`src/rtl/deserializer_sipo.sv`:
```
// Serial-in/parallel-out receive stage: samples a framed, LSB-first serial line on bit strobes
// and presents each good word on BUFF with a ready/ack handshake plus error pulses.
module deserializer_sipo #(
    parameter int DATA_WIDTH = 8,
    parameter int PARITY_EN  = 1
) (
    input  logic                  clk,
    input  logic                  rst,
    input  logic                  rx_in,
    input  logic                  shift,
    input  logic                  ack,
    output logic [DATA_WIDTH-1:0] BUFF,
    output logic                  ready,
    output logic                  RX_active,
    output logic                  parity_err,
    output logic                  frame_err,
    output logic                  overrun
);

    localparam int CW = $clog2(DATA_WIDTH);
    localparam logic [CW-1:0] LAST_BIT = CW'(DATA_WIDTH - 1);

    typedef enum logic [1:0] {
        IDLE,
        DATA,
        PARITY,
        STOP
    } state_t;

    state_t                state;
    logic [CW-1:0]         bit_cnt;
    logic [DATA_WIDTH-1:0] sreg;
    logic                  par_bad;

    always_ff @(posedge clk) begin
        if (rst) begin
            state      <= IDLE;
            bit_cnt    <= '0;
            sreg       <= '0;
            par_bad    <= 1'b0;
            BUFF       <= '0;
            ready      <= 1'b0;
            RX_active  <= 1'b0;
            parity_err <= 1'b0;
            frame_err  <= 1'b0;
            overrun    <= 1'b0;
        end else begin
            // NOTE: pulses default low every clk so they stay one cycle wide whatever the strobe spacing.
            parity_err <= 1'b0;
            frame_err  <= 1'b0;
            overrun    <= 1'b0;
            if (ack) ready <= 1'b0;

            if (shift) begin
                unique case (state)
                    IDLE: begin
                        if (!rx_in) begin
                            state     <= DATA;
                            bit_cnt   <= '0;
                            par_bad   <= 1'b0;
                            RX_active <= 1'b1;
                        end
                    end
                    DATA: begin
                        sreg    <= {rx_in, sreg[DATA_WIDTH-1:1]};
                        bit_cnt <= bit_cnt + CW'(1);
                        if (bit_cnt == LAST_BIT)
                            state <= (PARITY_EN != 0) ? PARITY : STOP;
                    end
                    PARITY: begin
                        par_bad <= (^sreg) ^ rx_in;
                        state   <= STOP;
                    end
                    STOP: begin
                        state     <= IDLE;
                        RX_active <= 1'b0;
                        if (!rx_in) begin
                            frame_err <= 1'b1;
                        end else if (par_bad) begin
                            parity_err <= 1'b1;
                        end else begin
                            // A commit overrides a same-cycle ack; overrun only if the old word was never taken.
                            BUFF    <= sreg;
                            ready   <= 1'b1;
                            overrun <= ready & ~ack;
                        end
                    end
                    default: state <= IDLE;
                endcase
            end
        end
    end

endmodule

```
`config.mk`:
```
export PLATFORM = sky130hd
export DESIGN_NAME = deserializer_sipo
export DESIGN_NICKNAME = d
export VERILOG_FILES = /design/src/rtl/deserializer_sipo.sv
export SDC_FILE = /design/constraint.sdc
export NUM_CORES = 1
export LEC_CHECK = 0
export CORE_AREA = 2 2 49 51
export DETAILED_ROUTE_END_ITERATION = 16
export DIE_AREA = 0 0 51 53
export GPL_ROUTABILITY_DRIVEN = 0
export PLACE_DENSITY_LB_ADDON = 0.12
export SETUP_SLACK_MARGIN = 0.5
export SLEW_MARGIN = 20
export SYNTH_ARGS = -nofsm -noshare
export SYNTH_HDL_FRONTEND = slang
export SYNTH_SLANG_ARGS = --single-unit
```
`constraint.sdc`:
```
create_clock -name clk -period 4 [get_ports clk]
set_clock_uncertainty 0.2 [all_clocks]
set_input_delay 0.8 -clock clk [delete_from_list [all_inputs] [get_ports clk]]
set_output_delay 0.8 -clock clk [all_outputs]
set_load 0.02 [all_outputs]
```
==> reports/summary.md <==
## GRT
• **total global routing overflow** 0
• **maximum number of pins on one net before global-route repair** 29
• **vias in the first global route** 824
• **All-Layer GR Usage** 0.171
• **antenna violations before repair** 0
• **global-route wire length before repair** 3440 µm

## Clocking
• **maximum buffer depth of the clock tree** 2
• **latest clock arrival within the worst-skew pair** 0.31 ns
• **clock tree from TritonCTS** done
• **maximum level of the CTS H-tree** 1
• **CTS Hold Buffers Added** 0
• **post_cts resized** 0
• **total CTS buffers** 3
• **postcts setup bufs** 0
• **clk root buf** sky130_fd_sc_hd__clkbuf_4
• **clock-pin slew of the registers on the worst-case setup and hold paths** 0.13 ns
• **clock sinks** 27

## Timing
• **count of final setup violators** 0
• **Total Negative Setup Slacks** 0 ns
• **smallest hold slack** 0.266 ns
• **post-route fraction of the period consumed by the critical path** 0.610
• **Hold Violations, Final** 0
• **worst slew margin relative to its limit** 0.372
• **slew at the pin with the worst max-slew slack** 0.938 ns
• **number of pins exceeding their max-slew limit in the final report** 0
• **Final Critical Period** 2.44 ns
• **RSZ-0062 raised after global routing** no
• **fmax** 0.410 GHz

## Yosys
• **net count of the mapped netlist** 140
• **post-synth cell types** 25
• **number of enable-type register cells in the synthesized netlist** 0
• **asr flop ratio synth** 0
• **per-instance average area after synthesis** 8.73 µm²
• **commonest register cell after synthesis** sky130_fd_sc_hd__dfxtp_1
• **Seq cells post-synth** 27
• **count of warnings emitted by yosys** 0
• **Post-Synth Simple-Gate Area** 0.206
• **adder-cell share of the synthesized area** 0.0667
• **share of cell area taken by muxes after synthesis** 0.00889
• **cells after synthesis** 129
• **xor/xnor share of the synthesized area** 0.0667
• **main combinational cell family by area after synthesis** simple AND/OR/NAND/NOR gates
• **part of the Yosys area used for sequential elements** 0.480
• **mapped cell area** 1130 µm²
• **Synth Area in Compound Gates** 0.141

## Final layout
• **synthesis-to-finish area growth** 18.4%
• **# diodes** 0
• **top library cells by usage in the layout, fill and taps aside** sky130_fd_sc_hd__dfxtp_1, sky130_fd_sc_hd__nand2_1, sky130_fd_sc_hd__a21oi_1
• **share of post-route cells with drive strength above 1** 0.0278
• **nets@finish** 156
• **fill cell total of the finished layout** 206
• **fin util** 0.621
• **sequential cell area** 541 µm²
• **cell area after layout** 1330 µm²
• **multi-input logic area** 551 µm²

## Outcome
• **run status** completed

## Worst setup path
• **FF-to-FF Start** state[0]
• **Arrival @ worst endpoint** 2.41 ns
• **reg2reg setup slack** 2.06 ns
• **capture instance of the worst register-to-register path** state[0]
• **CP Class** in -> reg
• **worst-case reg-to-reg path depth** 6
• **endpoint type of the worst setup path** flip-flop
• **Worst EP required** 3.97 ns
• **kind of launch point of the worst setup path** primary input
• **Cell Chain, Critical Path** clkdlybuf4s50_1 -> a21boi_2 -> o21ai_0 -> nor3_1 -> a211oi_1
• **slowest library cell on the worst path** sky130_fd_sc_hd__clkdlybuf4s50_1
• **worst stage delay on the critical path** 0.71 ns
• **highest net fanout along the worst path** 13

## Route
• **Via density** 5.18
• **overall routed net length** 1940 µm
• **Iter 0 DRT Violations** 7
• **Pre-antenna DRT Iters** 4
• **number of vias in the routed layout** 891
• **Post-DRT Antenna Nets** 0
• **routed len/inst** 11.3 µm
• **number of remaining DRC errors** 0

## Worst hold path
• **critical hold path startpoint** BUFF[0]
• **hold crit path type** reg -> reg
• **worst hold stages** 2
• **endpoint with the worst hold slack** BUFF[0]

## Power and ir drop
• **overall power** 437 µW
• **Max IR drop VDD** 0.192 mV
• **power density of the placed cells** 328 nW/µm²
• **leakage power** 0.000468 µW

## Floorplan
• **floorplan die height** 53 µm
• **row cnt** 17
• **I/O pins** 18
• **horizontal die dimension** 51 µm
• **die area** 2700 µm²
• **Core Area** 2150 µm²
• **Initial Util** 0.524

## Placed design
• **# port buffers** 17
• **placed wire-length estimate** 1440 µm
• **area of placed instances** 1310 µm²

## Flow run
• **Max-cap violations** 0

## per-stage QoR
| step | instances | setup slack [ns] |
|---|---|---|
| global placement | 168 | 1.31 |
| global route | 172 | 1.45 |
| finish | 172 | 1.56 |
| detailed placement | 168 | 1.23 |
| floorplan | 129 | 2.18 |
| CTS | 172 | 1.58 |
## area by class of cell
class,count,share of cell area
clock buffers,4,0.0197
inverters,3,0.00844
multi-input cells,93,0.413
flip-flops and latches,27,0.405
well taps,28,0.0263
repair buffers,17,0.128
## state kept, by name (all words and copies together) (netlist names), 2 cells and up
register and count:
bit_cnt 3, sreg 8, BUFF 8, state 2
## cells by family (layout without fill, tap and decap cells)
| kind of cell | count (synthesis) | count (layout) |
|---|---|---|
| AOI/OAI and AO/OA | 28 | 28 |
| xor gates and xnor gates | 7 | 7 |
| adders and majority gates | 6 | 6 |
| buffers and inverters | 9 | 24 |
| DFF | 27 | 27 |
| muxes | 1 | 1 |
| and+or+nand+nor | 51 | 51 |
## metal layers
layer,up-vias,share of wire,GRT usage
li1,470,-,-
met1,405,0.49,0.200
met4,0,0.014,0.0811
met2,12,0.47,0.305
met5,-,0,0
met3,4,0.026,0.0254
## how the worst max path moves through the flow
stage               cells after the start  slack, ns  start          to
floorplan                               4       2.18  rx_in     par_bad
global placement                        5       1.31  shift    state[0]
detailed placement                      5       1.23  shift    state[0]
CTS                                     5       1.58  shift    state[0]
global route                            5       1.45  shift  bit_cnt[2]
finish                                  5       1.56  shift    state[0]
## cell usage after synthesis, drive strengths merged (2+ instances only)
cell    count  area (µm²)
o21ai       4        20.0
xnor2       4        35.0
inv         3        11.3
xor2        2        17.5
nand2      27         101
a32oi       2        17.5
a21oi      19        95.1
dfxtp      27         541
a211oi      2        15.0
ha          6        75.1
nor2        4        15.0
clkbuf      2        7.51
nor3        3        15.0
nand3       9        45.0
nor2b       2        12.5
buf         4        16.3
nand3b      3        22.5
## where the power goes
| part | switching, µW | internal (µW) | leakage, µW | total, µW |
|---|---|---|---|---|
| Clock | 74.3 | 39.0 | 0.0000150 | 113 |
| Combinational | 28.2 | 18.8 | 0.000235 | 47.0 |
| Sequential | 3.57 | 273 | 0.000218 | 277 |
## worst max-delay path, delay by kind of cell
family | cells | cell delay, ns
AOI/OAI and AO/OA | 3 | 0.71
buffers and inverters | 1 | 0.71
and+or+nand+nor | 1 | 0.19
(Power assumes the default switching activity.)
